==> config.mk <==
export PLATFORM = sky130hd
export DESIGN_NAME = health_ctrl
export DESIGN_NICKNAME = d
export VERILOG_FILES = /design/src/rtl/health_ctrl.sv
export SDC_FILE = /design/constraint.sdc
export NUM_CORES = 1
export LEC_CHECK = 0
export ABC_AREA = 0
export BUFFER_PORTS_ARGS = -buffer_cell sky130_fd_sc_hd__buf_2
export CELL_PAD_IN_SITES_DETAIL_PLACEMENT = 1
export CELL_PAD_IN_SITES_GLOBAL_PLACEMENT = 1
export CORE_ASPECT_RATIO = 0.9
export CORE_MARGIN = 8
export CORE_UTILIZATION = 38
export CTS_CLUSTER_DIAMETER = 100
export DETAILED_ROUTE_END_ITERATION = 10
export HOLD_SLACK_MARGIN = 0.03
export PLACE_DENSITY_LB_ADDON = 0.1
export SLEW_MARGIN = 10
export SYNTH_ARGS = -nofsm -noshare
export SYNTH_HDL_FRONTEND = slang
export SYNTH_SLANG_ARGS = --single-unit
==> constraint.sdc <==
create_clock -name clk -period 5.2 [get_ports clk]
set_clock_uncertainty 0.2 [all_clocks]
set_input_delay 1.04 -clock clk [delete_from_list [all_inputs] [get_ports clk]]
set_output_delay 1.04 -clock clk [all_outputs]
set_load 0.03 [all_outputs]
==> src/rtl/health_ctrl.sv <==
// health_ctrl: APB-driven lives/invulnerability sequencer producing the heart HUD slot mask
module health_ctrl #(
   parameter int MAX_LIVES     = 3,
   parameter int BLINK_FRAMES  = 8,
   parameter int BLINK_TOGGLES = 6
) (
   input  logic                 clk,
   input  logic                 res,
   input  logic                 write_en0,
   input  logic                 right_addr,
   input  logic [31:0]          pwdata,
   input  logic                 animate,
   output logic [2:0]           lives,
   output logic [MAX_LIVES-1:0] heart_on,
   output logic                 blinking,
   output logic                 game_over
);
   localparam int FW = BLINK_FRAMES > 1 ? $clog2(BLINK_FRAMES) : 1;
   localparam int TW = BLINK_TOGGLES > 1 ? $clog2(BLINK_TOGGLES) : 1;
   localparam logic [2:0]    ML = 3'(MAX_LIVES);
   localparam logic [FW-1:0] FL = FW'(BLINK_FRAMES - 1);
   localparam logic [TW-1:0] TL = TW'(BLINK_TOGGLES - 1);
   typedef enum logic [1:0] {IDLE, ALIVE, BLINK, DEAD} state_t;
   state_t state, state_n;
   logic [2:0] lives_n, lives_inc;
   logic [FW-1:0] frame_cnt, fc_n;
   logic [TW-1:0] toggle_cnt, tc_n;
   logic phase, ph_n;
   logic pend_start, pend_hit, pend_heal;
   logic [MAX_LIVES-1:0] heart_n;
   logic wr;
   logic unused_pw;
   assign wr        = write_en0 & right_addr;
   assign unused_pw = ^pwdata[31:2];
   assign lives_inc = lives >= ML ? ML : lives + 3'd1;
   assign blinking  = state == BLINK;
   assign game_over = state == DEAD;
   always_comb begin
      state_n = state;
      lives_n = lives;
      fc_n    = frame_cnt;
      tc_n    = toggle_cnt;
      ph_n    = phase;
      case (state)
         IDLE: if (pend_start) begin
            state_n = ALIVE;
            lives_n = ML;
         end
         ALIVE: if (pend_start) lives_n = ML;
         else if (pend_hit) begin
            state_n = lives <= 3'd1 ? DEAD : BLINK;
            lives_n = lives <= 3'd1 ? 3'd0 : lives - 3'd1;
            fc_n    = '0;
            tc_n    = '0;
            ph_n    = 1'b0;
         end else if (pend_heal) lives_n = lives_inc;
         BLINK: if (pend_start) begin
            state_n = ALIVE;
            lives_n = ML;
            fc_n    = '0;
            tc_n    = '0;
            ph_n    = 1'b0;
         end else begin
            if (pend_heal) lives_n = lives_inc;
            fc_n = frame_cnt + 1'b1;
            if (frame_cnt == FL) begin
               fc_n = '0;
               ph_n = ~phase;
               tc_n = toggle_cnt + 1'b1;
               if (toggle_cnt == TL) begin
                  state_n = ALIVE;
                  tc_n    = '0;
                  ph_n    = 1'b0;
               end
            end
         end
         default: if (pend_start) begin
            state_n = ALIVE;
            lives_n = ML;
         end
      endcase
   end
   // the slot just lost (index == lives) carries the blink phase
   always_comb begin
      heart_n = '0;
      for (int i = 0; i < MAX_LIVES; i++)
         heart_n[i] = (state_n == ALIVE || state_n == BLINK) &&
                      (3'(i) < lives_n || (state_n == BLINK && 3'(i) == lives_n && ph_n));
   end
   always_ff @(posedge clk or negedge res) begin
      if (!res) begin
         state      <= IDLE;
         lives      <= '0;
         frame_cnt  <= '0;
         toggle_cnt <= '0;
         phase      <= 1'b0;
         heart_on   <= '0;
         pend_start <= 1'b0;
         pend_hit   <= 1'b0;
         pend_heal  <= 1'b0;
      end else begin
         pend_start <= (pend_start & ~animate) | (wr && pwdata[1:0] == 2'b01);
         pend_hit   <= (pend_hit   & ~animate) | (wr && pwdata[1:0] == 2'b10);
         pend_heal  <= (pend_heal  & ~animate) | (wr && pwdata[1:0] == 2'b11);
         if (animate) begin
            state      <= state_n;
            lives      <= lives_n;
            frame_cnt  <= fc_n;
            toggle_cnt <= tc_n;
            phase      <= ph_n;
            heart_on   <= heart_n;
         end
      end
   end
endmodule

==> summary.md <==
| Metric | Value |
|---|---|
| Clock-pin slew on the worst setup and hold paths | `110 ps` |
| First-pass GRT wire length | `5.333 mm` |
| Nets | `204` |
| GRT Util Overall | `0.1196` |
| Diode count | `0` |
| Crit path launch type | `flip-flop` |
| CTS root buffer | `clkbuf_4` |
| Die width | `75.91 um` |
| CTS sink count | `18` |
| # DRC | `0` |
| Final setup violation count | `0` |
| RSZ-0062 raised after global routing | `no` |
| Largest net degree at the start of global routing | `19` |
| Worst skew pair latency | `290 ps` |
| Routed Antenna Nets | `0` |
| Worst hold endpoint | `frame_cnt[0]` |
| Initial core utilization | `0.4002` |
| Hold path cells | `1` |
| Max-slew violations | `0` |
| Outcome | `completed` |
| Site row count | `19` |
| Crit share post-route | `0.5165` |
| WP data arrival | `2710 ps` |
| Max-cap violations | `0` |
| Max Buffers Root-to-Sink | `2` |
| Final worst setup slack | `2514 ps` |
| Primary FF master, synth | `dfrtp_1` |
| Critical setup path kind | `flip-flop to flip-flop` |
| DP HPWL | `2.377 mm` |
| Worst vdd ir | `0.1969 mV` |
| Biggest cell delay along the critical path | `600 ps` |
| Synthesis-stage register bit count | `18` |
| Lkg Pwr | `0.6155 nW` |
| Async SR Flop Fraction | `1.000` |
| Die Y | `69.92 um` |
| Yosys warns | `0` |
| Net Count, Synth | `191` |
| Die area | `5307 um2` |
| Num CTS Buffers | `3` |
| Share of cells above drive strength 1 | `0.1401` |
| Core footprint | `3067 um2` |
| Boundary Pins | `45` |
| Via density | `5.432` |
| DRT iter0 DRCs | `45` |
| Post-CTS sizing | `0` |
| Sequential share of the synthesized area | `0.3670` |
| Vias in the first global route | `1124` |
| Final Critical Period | `2686 ps` |
| Flop2flop setup slack | `2510 ps` |
| Per-cell routed wire length | `15.56 um` |
| Pwr Density | `455.4 nW/um2` |
| Port buffer count | `14` |
| Final GP Congestion | `0.8315` |
| F_max | `0.3723 GHz` |
| Critical Path RT | `5230 ps` |
| Post-Route WL | `3.097 mm` |
| Worst R2R End | `heart_on[0]` |
| Vias | `1081` |
| Synthesized cell area | `1227 um2` |
| Top delay family on crit path | `compound AO/OA/AOI/OAI gates` |
| Buf+Inv Stages, Crit Path | `0` |
| Buffer count from post-CTS setup fixing | `0` |
| CP Cell Sequence | `ha_1 -> o21bai_1 -> nand4_1 -> a21oi_1 -> a2bb2oi_1 -> a21oi_1 -> ha_1 -> nand2b_1 -> a41o_1 -> o21ai_1` |
| DP Worst Slack | `2524 ps` |
| Cell depth of the worst flop-to-flop path | `10` |
| Crit path launch | `lives[0]` |
| Hold Buf Count CTS | `0` |
| H-tree Lvls | `1` |
| EDFF count, synth | `0` |
| Critical Path Fanout Max | `11` |
| Critical Path End Type | `flip-flop` |
| Initial antenna violation count | `0` |
| Grt ovf | `0` |
| Cell count after synthesis | `145` |
| Worst-Margin Slew | `497.5 ps` |
| HP Start | `frame_cnt[0]` |
| FF-to-FF Start | `lives[0]` |
| Area delta synth->final | `10.91%` |
| Syn avg cell area | `8.465 um2` |
| Min-delay worst type | `flip-flop to flip-flop` |
| Slew headroom | `0.6683` |
| Final setup TNS | `0 ps` |
| CTS tree | `built` |
| Slowest-stage cell, CP | `dfrtp_1` |
| Count of cell types in the netlist | `37` |
| TritonRoute pass-1 iters | `4` |
| Final hold violations | `0` |
## per-layer routing
layer | GRT usage | vias to the layer above | routed length (um)
met5 | 0 | - | 0
met4 | 0.03261 | 0 | 16
met3 | 0.01918 | 2 | 85
met2 | 0.1835 | 13 | 1384
met1 | 0.1674 | 526 | 1611
li1 | - | 540 | -
## cell families after synthesis
family | after synthesis | synth area share
compound gates | 45 | 0.2538
buf+inv | 18 | 0.05709
flops | 18 | 0.3670
simple gates | 53 | 0.2131
fa+ha+maj | 9 | 0.09174
mux | 2 | 0.01733
## stage by stage
step                area (um2)  std cells  hold slack, ps  total power, mW    util
CTS                       1361        199           316.8           0.6297  0.4439
global route              1361        199           340.2           0.6711  0.4439
detailed placement        1325        195           297.5           0.5361  0.4321
global placement          1325        195           268.7           0.5276  0.4321
finish                    1361        199           305.0           0.6199  0.4439
floorplan                 1227        145           253.8           0.4511       -
## report_power, final
group | total (mW) | switching [mW] | internal [mW]
registers | 0.205 | 0.0375 | 0.167
clock network | 0.0895 | 0.0468 | 0.0426
logic | 0.326 | 0.205 | 0.121
## how the worst max path moves through the flow
stage	slack (ps)	end	cells past startpoint
3_5_place_dp	2520	heart_on[0]	10
3_3_place_gp	2570	toggle_cnt[1]	5
6_report	2510	heart_on[0]	10
2_1_floorplan	2630	heart_on[0]	10
4_1_cts	2490	blinking	3
5_1_grt	2300	heart_on[0]	10
## cell type report
cell class              instances  area [um2]
well taps                      42       52.55
fillers                       370        1705
inverters                      12       45.04
multi-input cells             109       706.9
flip-flops and latches         18       450.4
clock buffers                   4       36.28
repair buffers                 14       70.07
## cell usage in the layout (no fill, tap or decap), drive strengths merged, types with 2 or more instances in the layout
cell type	n
nor2	11
ha	9
nand2	16
o21bai	2
and2	2
nor3b	4
buf	14
o21ai	13
inv	12
a2111oi	3
nand2b	4
nor3	4
o22ai	3
dfrtp	18
a21oi	12
a21o	2
a31oi	2
nand3	4
nor2b	6
clkbuf	4
## synth_stat cells, types with 2 or more instances
cell / count / area share
buf_1: 2 / 0.0061
o21ai_0: 10 / 0.041
nand3_1: 4 / 0.016
a21oi_1: 11 / 0.045
nand2_1: 16 / 0.049
o21bai_1: 2 / 0.012
nand2b_1: 4 / 0.020
a31oi_1: 2 / 0.010
nor3b_1: 4 / 0.024
a21o_1: 2 / 0.012
buf_2: 2 / 0.0082
nor3_1: 4 / 0.016
nor2_1: 11 / 0.034
inv_1: 12 / 0.037
and2_1: 2 / 0.010
o22ai_1: 3 / 0.015
o21ai_1: 3 / 0.012
nor2b_1: 6 / 0.031
ha_1: 9 / 0.092
dfrtp_1: 18 / 0.37
clkbuf_1: 2 / 0.0061
## registers in the layout, indices dropped and copies added, names as in the netlist
name        flops
phase           1
pend_hit        1
state           2
toggle_cnt      3
lives           3
frame_cnt       3
pend_heal       1
pend_start      1
heart_on        3
(Power assumes the default switching activity.)
